--- src/rtl/dat_block_serializer.sv ---
`timescale 1ns/1ps
// dat_block_serializer
// Serialises a block of parallel words onto the SD DAT lines.
// A frame is a start bit, the data shifted MSB first, a per-lane CRC16 and an end bit.
// It runs in 1-lane (dat[0]) or 4-lane (dat[3:0]) mode.
// A one-word holding register decouples the word buffer from the shifter.
// If that register is empty when the shifter needs its next word, the frame is aborted.
module dat_block_serializer #(
    parameter int WORD_W  = 32,
    parameter int CNT_W   = 12,
    parameter int CRC_LEN = 16
) (
    input  logic              sd_clock,
    input  logic              reset,
    input  logic              start,
    input  logic              wide_bus,
    input  logic [CNT_W-1:0]  block_words,
    input  logic [WORD_W-1:0] word_data,
    input  logic              word_valid,
    output logic              word_ready,
    output logic [3:0]        dat_out,
    output logic [3:0]        dat_oe,
    output logic              busy,
    output logic              complete,
    output logic              underrun
);

    localparam int BIT_CNT_W = $clog2(WORD_W);
    localparam int CRC_CNT_W = (CRC_LEN > 1) ? $clog2(CRC_LEN) : 1;
    localparam logic [BIT_CNT_W-1:0] LAST_W4  = BIT_CNT_W'(WORD_W / 4 - 1);
    localparam logic [BIT_CNT_W-1:0] LAST_W1  = BIT_CNT_W'(WORD_W - 1);
    localparam logic [CRC_CNT_W-1:0] LAST_CRC = CRC_CNT_W'(CRC_LEN - 1);

    typedef enum logic [2:0] {
        ST_IDLE  = 3'd0,
        ST_START = 3'd1,
        ST_DATA  = 3'd2,
        ST_CRC   = 3'd3,
        ST_END   = 3'd4
    } state_t;

    // CRC16 x^16+x^12+x^5+1, one serial bit per step
    function automatic logic [15:0] crc16_step(input logic [15:0] crc, input logic bit_in);
        logic fb;
        fb = bit_in ^ crc[15];
        return {crc[14:0], 1'b0} ^ (fb ? 16'h1021 : 16'h0000);
    endfunction

    state_t              state_r;
    logic                wide_r;
    logic [CNT_W-1:0]    words_r;      // words still to shift, including the current one
    logic [BIT_CNT_W-1:0] bit_cnt_r;   // bit-cycle index inside the current word
    logic [CRC_CNT_W-1:0] crc_cnt_r;
    logic [WORD_W-1:0]   sr_r;         // bits of the current word not yet driven
    logic [WORD_W-1:0]   hold_r;
    logic                hold_full_r;
    logic [3:0][15:0]    crc_r;
    logic [3:0]          dat_out_r;
    logic [3:0]          dat_oe_r;
    logic                busy_r;
    logic                complete_r;
    logic                underrun_r;

    logic                word_ready_s;
    logic                take_s;
    logic                avail_s;
    logic [3:0]          mask_s;
    logic                last_bit_s;
    logic                final_word_s;
    logic                load_s;
    logic                abort_s;
    logic [WORD_W-1:0]   src_s;
    logic [3:0]          data_bits_s;
    logic [WORD_W-1:0]   shifted_s;
    logic [3:0][15:0]    crc_next_s;
    logic [3:0][15:0]    crc_shift_s;
    logic [3:0]          crc_bits_s;

    // Datapath decode: handshake, load points, next data bits and per-lane CRC update
    always_comb begin
        word_ready_s = busy_r & ~hold_full_r;
        take_s       = word_valid & word_ready_s;
        // a word arriving in the same cycle as a load point is passed straight through
        avail_s      = hold_full_r | take_s;
        mask_s       = wide_r ? 4'hF : 4'h1;
        last_bit_s   = wide_r ? (bit_cnt_r == LAST_W4) : (bit_cnt_r == LAST_W1);
        final_word_s = (words_r == CNT_W'(1));
        load_s       = (state_r == ST_START) |
                       ((state_r == ST_DATA) & last_bit_s & ~final_word_s);
        abort_s      = load_s & ~avail_s;
        if (load_s) begin
            src_s = hold_full_r ? hold_r : word_data;
        end else begin
            src_s = sr_r;
        end
        if (wide_r) begin
            data_bits_s = src_s[WORD_W-1 -: 4];
            shifted_s   = {src_s[WORD_W-5:0], 4'h0};
        end else begin
            data_bits_s = {3'b111, src_s[WORD_W-1]};
            shifted_s   = {src_s[WORD_W-2:0], 1'b0};
        end
        crc_next_s  = crc_r;
        crc_shift_s = crc_r;
        crc_bits_s  = 4'hF;
        for (int l = 0; l < 4; l++) begin
            if (mask_s[l]) begin
                crc_next_s[l]  = crc16_step(crc_r[l], wide_r ? src_s[WORD_W-4+l] : src_s[WORD_W-1]);
                crc_shift_s[l] = {crc_r[l][14:0], 1'b0};
                crc_bits_s[l]  = crc_r[l][15];
            end else begin
                crc_next_s[l]  = crc_r[l];
                crc_shift_s[l] = crc_r[l];
                crc_bits_s[l]  = 1'b1;
            end
        end
    end

    // Frame sequencer with registered pad outputs and status pulses
    always_ff @(posedge sd_clock) begin
        if (reset) begin
            state_r    <= ST_IDLE;
            wide_r     <= 1'b0;
            words_r    <= '0;
            bit_cnt_r  <= '0;
            crc_cnt_r  <= '0;
            sr_r       <= '0;
            crc_r      <= '0;
            dat_out_r  <= 4'hF;
            dat_oe_r   <= 4'h0;
            busy_r     <= 1'b0;
            complete_r <= 1'b0;
            underrun_r <= 1'b0;
        end else begin
            complete_r <= 1'b0;
            underrun_r <= 1'b0;
            case (state_r)
                ST_IDLE: begin
                    if (start && (block_words != '0)) begin
                        state_r   <= ST_START;
                        wide_r    <= wide_bus;
                        words_r   <= block_words;
                        bit_cnt_r <= '0;
                        crc_cnt_r <= '0;
                        crc_r     <= '0;
                        dat_out_r <= wide_bus ? 4'h0 : 4'hE;
                        dat_oe_r  <= wide_bus ? 4'hF : 4'h1;
                        busy_r    <= 1'b1;
                    end else begin
                        dat_out_r <= 4'hF;
                        dat_oe_r  <= 4'h0;
                        busy_r    <= 1'b0;
                    end
                end
                ST_START: begin
                    if (avail_s) begin
                        state_r   <= ST_DATA;
                        bit_cnt_r <= '0;
                        sr_r      <= shifted_s;
                        dat_out_r <= data_bits_s;
                        crc_r     <= crc_next_s;
                    end else begin
                        state_r    <= ST_IDLE;
                        underrun_r <= 1'b1;
                        dat_out_r  <= 4'hF;
                        dat_oe_r   <= 4'h0;
                        busy_r     <= 1'b0;
                    end
                end
                ST_DATA: begin
                    if (last_bit_s && final_word_s) begin
                        state_r   <= ST_CRC;
                        crc_cnt_r <= '0;
                        dat_out_r <= crc_bits_s;
                        crc_r     <= crc_shift_s;
                    end else if (abort_s) begin
                        state_r    <= ST_IDLE;
                        underrun_r <= 1'b1;
                        dat_out_r  <= 4'hF;
                        dat_oe_r   <= 4'h0;
                        busy_r     <= 1'b0;
                    end else begin
                        if (last_bit_s) begin
                            words_r   <= words_r - CNT_W'(1);
                            bit_cnt_r <= '0;
                        end else begin
                            bit_cnt_r <= bit_cnt_r + BIT_CNT_W'(1);
                        end
                        sr_r      <= shifted_s;
                        dat_out_r <= data_bits_s;
                        crc_r     <= crc_next_s;
                    end
                end
                ST_CRC: begin
                    if (crc_cnt_r == LAST_CRC) begin
                        state_r   <= ST_END;
                        dat_out_r <= 4'hF;
                    end else begin
                        crc_cnt_r <= crc_cnt_r + CRC_CNT_W'(1);
                        dat_out_r <= crc_bits_s;
                        crc_r     <= crc_shift_s;
                    end
                end
                ST_END: begin
                    state_r    <= ST_IDLE;
                    complete_r <= 1'b1;
                    dat_out_r  <= 4'hF;
                    dat_oe_r   <= 4'h0;
                    busy_r     <= 1'b0;
                end
                default: begin
                    state_r   <= ST_IDLE;
                    dat_out_r <= 4'hF;
                    dat_oe_r  <= 4'h0;
                    busy_r    <= 1'b0;
                end
            endcase
        end
    end

    // Holding register: filled by the handshake, drained at load points, emptied at frame end
    always_ff @(posedge sd_clock) begin
        if (reset) begin
            hold_r      <= '0;
            hold_full_r <= 1'b0;
        end else if ((state_r == ST_END) || abort_s) begin
            hold_full_r <= 1'b0;
        end else if (load_s) begin
            hold_full_r <= 1'b0;
        end else if (take_s) begin
            hold_r      <= word_data;
            hold_full_r <= 1'b1;
        end else begin
            hold_full_r <= hold_full_r;
        end
    end

    assign word_ready = word_ready_s;
    assign dat_out    = dat_out_r;
    assign dat_oe     = dat_oe_r;
    assign busy       = busy_r;
    assign complete   = complete_r;
    assign underrun   = underrun_r;

endmodule

--- config.mk ---
export PLATFORM = sky130hd
export DESIGN_NAME = dat_block_serializer
export DESIGN_NICKNAME = d
export VERILOG_FILES = /design/src/rtl/dat_block_serializer.sv
export SDC_FILE = /design/constraint.sdc
export NUM_CORES = 1
export LEC_CHECK = 0
export ABC_AREA = 1
export CAP_MARGIN = 40
export CELL_PAD_IN_SITES_DETAIL_PLACEMENT = 1
export CELL_PAD_IN_SITES_GLOBAL_PLACEMENT = 2
export CORE_ASPECT_RATIO = 0.75
export CORE_MARGIN = 4
export CORE_UTILIZATION = 36
export CTS_CLUSTER_SIZE = 20
export DETAILED_ROUTE_END_ITERATION = 8
export PLACE_DENSITY = 0.83
export SYNTH_ARGS = -nofsm -noshare
export SYNTH_HDL_FRONTEND = slang
export SYNTH_SLANG_ARGS = --single-unit
--- constraint.sdc ---
create_clock -name sd_clock -period 3.6 [get_ports sd_clock]
set_input_delay 0.36 -clock sd_clock [delete_from_list [all_inputs] [get_ports sd_clock]]
set_output_delay 0.36 -clock sd_clock [all_outputs]
set_load 0.005 [all_outputs]
Word level (Yosys, flattened, before mapping)
Index checks and enable logic that the tools add are counted.

Input port bits: 49. Bits in registers: 165. Output and inout bits: 12.

$add $sub $neg: 3. Bitwise operators: 21. Multiplexer cells: 79. Reductions and logical operators: 20. Equality and inequality tests: 20.

Operators by type and width (count): two-way mux 64 bit (5); one-hot mux 64 bit (4 select lines) (1); two-way mux 32 bit (6); two-way mux 16 bit (8); two-way mux 4 bit (16); one-hot mux 32 bit (2 select lines) (1); bitwise XOR 16 x 13 -> 16 bit (4); two-way mux 13 bit (4); two-way mux 12 bit (4); one-hot mux 4 bit (4 select lines) (2); two-way mux 5 bit (5); one-hot mux 12 bit (2 select lines) (1); != test 2 bit (second input constant) (9); two-way mux 1 bit (16); one-hot mux 5 bit (3 select lines) (1); AND reduction 5 bit (3); equality test 12 x 1 -> 1 bit (second input constant) (1); two-way mux 3 bit (4); one-hot mux 3 bit (4 select lines) (1); one-hot mux 4 bit (3 select lines) (1); AND reduction 4 bit (3); nonzero test 12 bit (1); subtractor 12 x 1 -> 12 bit (second input constant) (1); equality test 3 x 2 -> 1 bit (second input constant) (2); other kinds (25) (43).

Logic depth before layout (Yosys ltp)
Depth in word-level cells: 14. Depth in mapped cells: 17.

Worst setup path before layout
No wires, ideal clock.

Path type: reg2reg. Start point: reg bit_cnt_r[0]. End point: reg sr_r[12]. Stages on the path, launching flop included: 17. Data arrival time: 1.850 ns. Clock period less this slack: 1.982 ns. Setup time: 0.132 ns. Buffers on the path: 1. Slack: 1.618 ns. Cell sequence: dfxtp_1 ha_1 nand2_1 inv_1 nand2_1 nor2_4 nand3_2 nand2_4 inv_2 nor2_4 nand2_2 nand2_1 inv_2 nand2_4 clkbuf_1 o21bai_1 a21oi_1.

Word-level cells in the longest chain between the ends: 10. Elaborated cells on any way between the ends: 17. Those cells by class: 4 x eq/ne; 7 x mux; 4 x bitwise; 2 x reduce/logical.

Ends and longest elaborated chain: start, declared (line 52) `logic [BIT_CNT_W-1:0] bit_cnt_r;`; start signal, assigned (line 187) `bit_cnt_r <= bit_cnt_r + BIT_CNT_W'(1);`; equality test 5 bit or equality test 5 x 3 -> 1 bit (tied branches) (line 86) `last_bit_s = wide_r ? (bit_cnt_r == LAST_W4) : (bit_cnt_r == LAST_W1);`; two-way mux 1 bit * (line 86); bitwise AND 1 bit (2 in a row) (line 89) `((state_r == ST_DATA) & last_bit_s & ~final_word_s);`; bitwise OR 1 bit (line 88) `load_s = (state_r == ST_START) |`; two-way mux 32 bit (line 91) `if (load_s) begin`; two-way mux 32 bit (line 96) `if (wide_r) begin`; two-way mux 32 bit (line 176) `end else if (abort_s) begin`; two-way mux 32 bit (line 171) `if (last_bit_s && final_word_s) begin`; one-hot mux 32 bit (2 select lines) (line 137) `case (state_r)`; end signal, assigned (line 159) `sr_r <= shifted_s;`; end signal, assigned (line 189) `sr_r <= shifted_s;`; end, declared (line 54) `logic [WORD_W-1:0] sr_r;`.

Every way passes the cells marked *; elsewhere a longest branch is shown, timed or not. The select of a mux whose other input is x is not followed. A chain may end at the register's enable or synchronous reset.

Worst setup path in the final report
Start point: reg bit_cnt_r[0]. End point: reg sr_r[17].

The elaborated chain is that of the path after synthesis.

==> tab_implementation.tex <==
\begin{tabular}{lr}
\hline
Metric & Value \\
\hline
\multicolumn{2}{l}{\textbf{Logic synthesis}} \\
\quad Ys flop type & dfxtp\_1 \\
\quad Avg Inst Size Synth & between 6 and 7 µm² \\
\quad Synth async-reset ratio & 0\% \\
\quad Cell variety after synth & 37 \\
\quad Number of flops mapped to enable cells by yosys & 0 \\
\quad Count of mapped cells out of synthesis & $\sim$1200 \\
\quad Netlist area before placement & 8100 µm² \\
\quad Proportion of synthesized chip area in sequential cells & 39.8\% \\
\quad Synth Warn \# & 0 \\
\quad Number of synthesized register bits & between 150 and 200 \\
\quad Total nets after synthesis & 1234 \\
\multicolumn{2}{l}{\textbf{Global route}} \\
\quad Vias in the first global route & 7568 \\
\quad Pin count of the biggest net entering global routing & 80 \\
\quad First-pass GRT wire length & 38600 µm \\
\quad GRT Total Usage & 18.6\% \\
\quad Overall overflow remaining after global route & 0 \\
\quad Antenna violations before repair & 0 \\
\multicolumn{2}{l}{\textbf{Timing}} \\
\quad Post-route minimum period & about 2.8 ns \\
\quad Worst clock skew & between 0.01 and 0.015 ns \\
\quad Setup Total Neg Slack & 0 ns \\
\quad Highest clock frequency the design can meet & approximately 360 MHz \\
\quad Unrepaired setup endpoints after global routing & false \\
\quad Actual transition at the worst max-transition pin & 0.824 ns \\
\quad Relative slew slack & a little under half \\
\quad Final number of setup-violating endpoints & 0 \\
\quad Final hold viol count & 0 \\
\quad Final Max Tran Viols & 0 \\
\quad Post-route clock period utilization & between 70\% and 80\% \\
\multicolumn{2}{l}{\textbf{Critical path}} \\
\quad Critical path fanouts, max & between 60 and 70 \\
\quad Worst setup path category & register to register \\
\quad Crit-path most repeated cell & nand2\_1 \\
\quad Kind of start point of the critical path & register \\
\quad Worst R2R Start & bit\_cnt\_r[0]\$\_SDFFE\_PP0P\_ \\
\quad Number of gates on the worst path with buffers counted & 15 \\
\quad Cell family with the largest share of critical-path delay & simple AND/OR/NAND/NOR gates \\
\quad Buf+Inv Stages, Crit Path & 3 \\
\quad Worst Path Arrival & between 3 and 4 ns \\
\quad Worst setup path endpoint & sr\_r[17]\$\_SDFFE\_PP0P\_ \\
\quad Beginning of the critical path & bit\_cnt\_r[0]\$\_SDFFE\_PP0P\_ \\
\quad Worst stage delay on the critical path & $\sim$0.43 ns \\
\quad Cell Chain, Critical Path & ha\_1 > nand2\_1 > inv\_1 > nand2\_1 > nor2\_4 > nand3\_2 > nand2\_4 > inv\_2 > nor2\_4 > nand2\_2 > nand2\_1 > inv\_2 > nand2\_4 > o21bai\_1 > a21oi\_1 \\
\quad Worst reg2reg setup slack & 0.80 ns \\
\quad R2r endpoint & sr\_r[17]\$\_SDFFE\_PP0P\_ \\
\quad FF-to-FF path depth & 15 \\
\quad Crit path capture type & register \\
\quad Slowest cell on the critical path & nand2\_4 \\
\quad Critical path required time & just under 4 ns \\
\multicolumn{2}{l}{\textbf{Placement}} \\
\quad GP Congestion & slightly above 0.8 \\
\quad Port Buffer Count & 60 \\
\quad Detail Placement HPWL & about 15000 µm \\
\multicolumn{2}{l}{\textbf{Clock network}} \\
\quad Clock-pin slew of the registers on the worst-case setup and hold paths & 0.07 ns \\
\quad Clock Tree Root & clkbuf\_16 \\
\quad Cts repair resizes & 0 \\
\quad Insertion delay of the later-clocked pin in the worst-skew pair & 0.44 ns \\
\quad Number of buffers inserted by post-CTS setup repair & 0 \\
\quad Post-cts hold buffer count & 0 \\
\quad CTS Buffer Depth & 2 \\
\quad Total number of clock tree sinks & roughly 160 \\
\quad TritonCTS clock tree & done \\
\quad Total CTS buffers & 17 \\
\quad CTS H-Tree Depth & 4 \\
\multicolumn{2}{l}{\textbf{Finish}} \\
\quad Area growth, synth to finish & 16.2\% \\
\quad Share of layout cells above drive strength 1 & 5.81\% \\
\quad Most frequent standard cell in the layout excluding fill and tap cells & nand2\_1 \\
\quad Ant. Diodes & 0 \\
\quad Number of filler instances in the final layout & 2859 \\
\quad Total number of nets in the final design & 1244 \\
\quad Commonest cells after routing, fill and taps aside & 278 x nand2\_1, 160 x dfxtp\_1, 148 x a21oi\_1, 102 x inv\_1 \\
\multicolumn{2}{l}{\textbf{Floorplanning}} \\
\quad I/O pin count & 61 \\
\quad Overall die area & 25000 µm² \\
\quad Die Span X & $\sim$180 µm \\
\quad Area of the core & 22100 µm² \\
\quad Core Rows & 47 \\
\quad Initial standard-cell utilization of the core & $\sim$37\% \\
\quad Vertical die dimension & around 140 µm \\
\multicolumn{2}{l}{\textbf{Power and ir drop}} \\
\quad Highest ir drop seen on vdd & 339 µV \\
\quad P\_leak & roughly 3.6 nW \\
\quad Total Power Consumption & around 0.0048 W \\
\quad Power density normalized to cell area & about 510 nW/µm² \\
\multicolumn{2}{l}{\textbf{Routing}} \\
\quad Aggregate routed wire length & around 23000 µm \\
\quad Wire per inst & roughly 15 µm \\
\quad Number of antenna-violating nets in the routed design & 0 \\
\quad Total number of vias & between 7000 and 8000 \\
\quad Iteration-0 DRC Markers & around 480 \\
\quad Remaining routing DRC violations & 0 \\
\quad Via count normalized by instance count & a little over 5 \\
\quad Router iterations before antenna repair & 5 \\
\multicolumn{2}{l}{\textbf{Worst hold path}} \\
\quad Cell count of the worst hold path & 2 \\
\quad Hold Crit Class & input pin to register \\
\multicolumn{2}{l}{\textbf{Run}} \\
\quad Count of maximum capacitance violations & 0 \\
\multicolumn{2}{l}{\textbf{Outcome}} \\
\quad Run status & completed \\
\hline
\end{tabular}
cell type report:
type	count	area [µm²]	share of cell area [%]
inverter	110	413	4.39
timing repair buffer	72	701	7.45
multi-input combinational	829	4080	43.4
clock buffer	24	493	5.24
clock inverter	8	125	1.33
tap	294	368	3.91
sequential	161	3230	34.3
cells in the mapped netlist (13+ instances only):
master    count  share of area (%)
nand2_1     278                 13
dfxtp_1     161                 40
a21oi_1     148                9.1
inv_1       102                4.7
nor2_1       96                4.4
o21ai_0      96                5.9
o211ai_1     72                6.7
clkbuf_1     50                2.3
nand3_1      40                2.5
o21bai_1     29                2.7
buf_2        15               0.93
nor3_1       13               0.80
cell families (layout without fill, tap and decap cells):
group                    Yosys count  after routing  synth area share (%)
AO/OA/AOI/OAI                    366            366                  26.2
adder cells (fa/ha/maj)            4              4                 0.618
AND/OR/NAND/NOR                  457            457                  23.3
flip-flops                       161            161                  39.8
buffers and inverters            191            214                  9.92
XOR/XNOR                           2              2                 0.216
routing by layer:
layer | global-route usage (%) | up-vias | share of wire [%]
li1 | - | 3952 | -
met1 | 26.4 | 3645 | 53
met2 | 29.6 | 88 | 43
met3 | 3.38 | 16 | 2.8
met4 | 4.63 | 0 | 1.0
met5 | 0 | - | 0
state kept, by name, summed over array words and instances (netlist names), 3 cells and up:
register,count
state_r,3
bit_cnt_r,5
dat_out,4
crc_cnt_r,4
crc_r,64
sr_r,31
hold_r,32
words_r,12
power by group:
group          total [W]  switching, W  internal (W)
combinational   0.000927      0.000624      0.000302
sequential       0.00194     0.0000635       0.00187
clock            0.00194      0.000772       0.00117
total            0.00481       0.00146       0.00335
worst min path at each step:
stage                                  from                      end  slack [ns]
finish                                reset    sr_r[29]$_SDFFE_PP0P_        0.25
CTS                                   reset    sr_r[29]$_SDFFE_PP0P_        0.24
detailed placement  hold_r[30]$_SDFFE_PP0P_  hold_r[30]$_SDFFE_PP0P_        0.45
global placement    hold_r[30]$_SDFFE_PP0P_  hold_r[30]$_SDFFE_PP0P_        0.44
global route                          reset    sr_r[31]$_SDFFE_PP0P_        0.26
floorplan            hold_r[0]$_SDFFE_PP0P_   hold_r[0]$_SDFFE_PP0P_        0.42
stage by stage:
stage / hold WS [ns] / util [%] / std cells / area [µm²] / worst slack (ns)
2_1_floorplan: 0.425 / - / 1181 / 8100 / 1.62
3_3_place_gp: 0.436 / 39.8 / 1466 / 8790 / 0.835
3_5_place_dp: 0.446 / 39.8 / 1466 / 8790 / 0.803
4_1_cts: 0.236 / 42.5 / 1498 / 9410 / 0.783
5_1_grt: 0.256 / 42.5 / 1498 / 9410 / 0.461
6_report: 0.254 / 42.5 / 1498 / 9410 / 0.800
(Power assumes the default switching activity.)
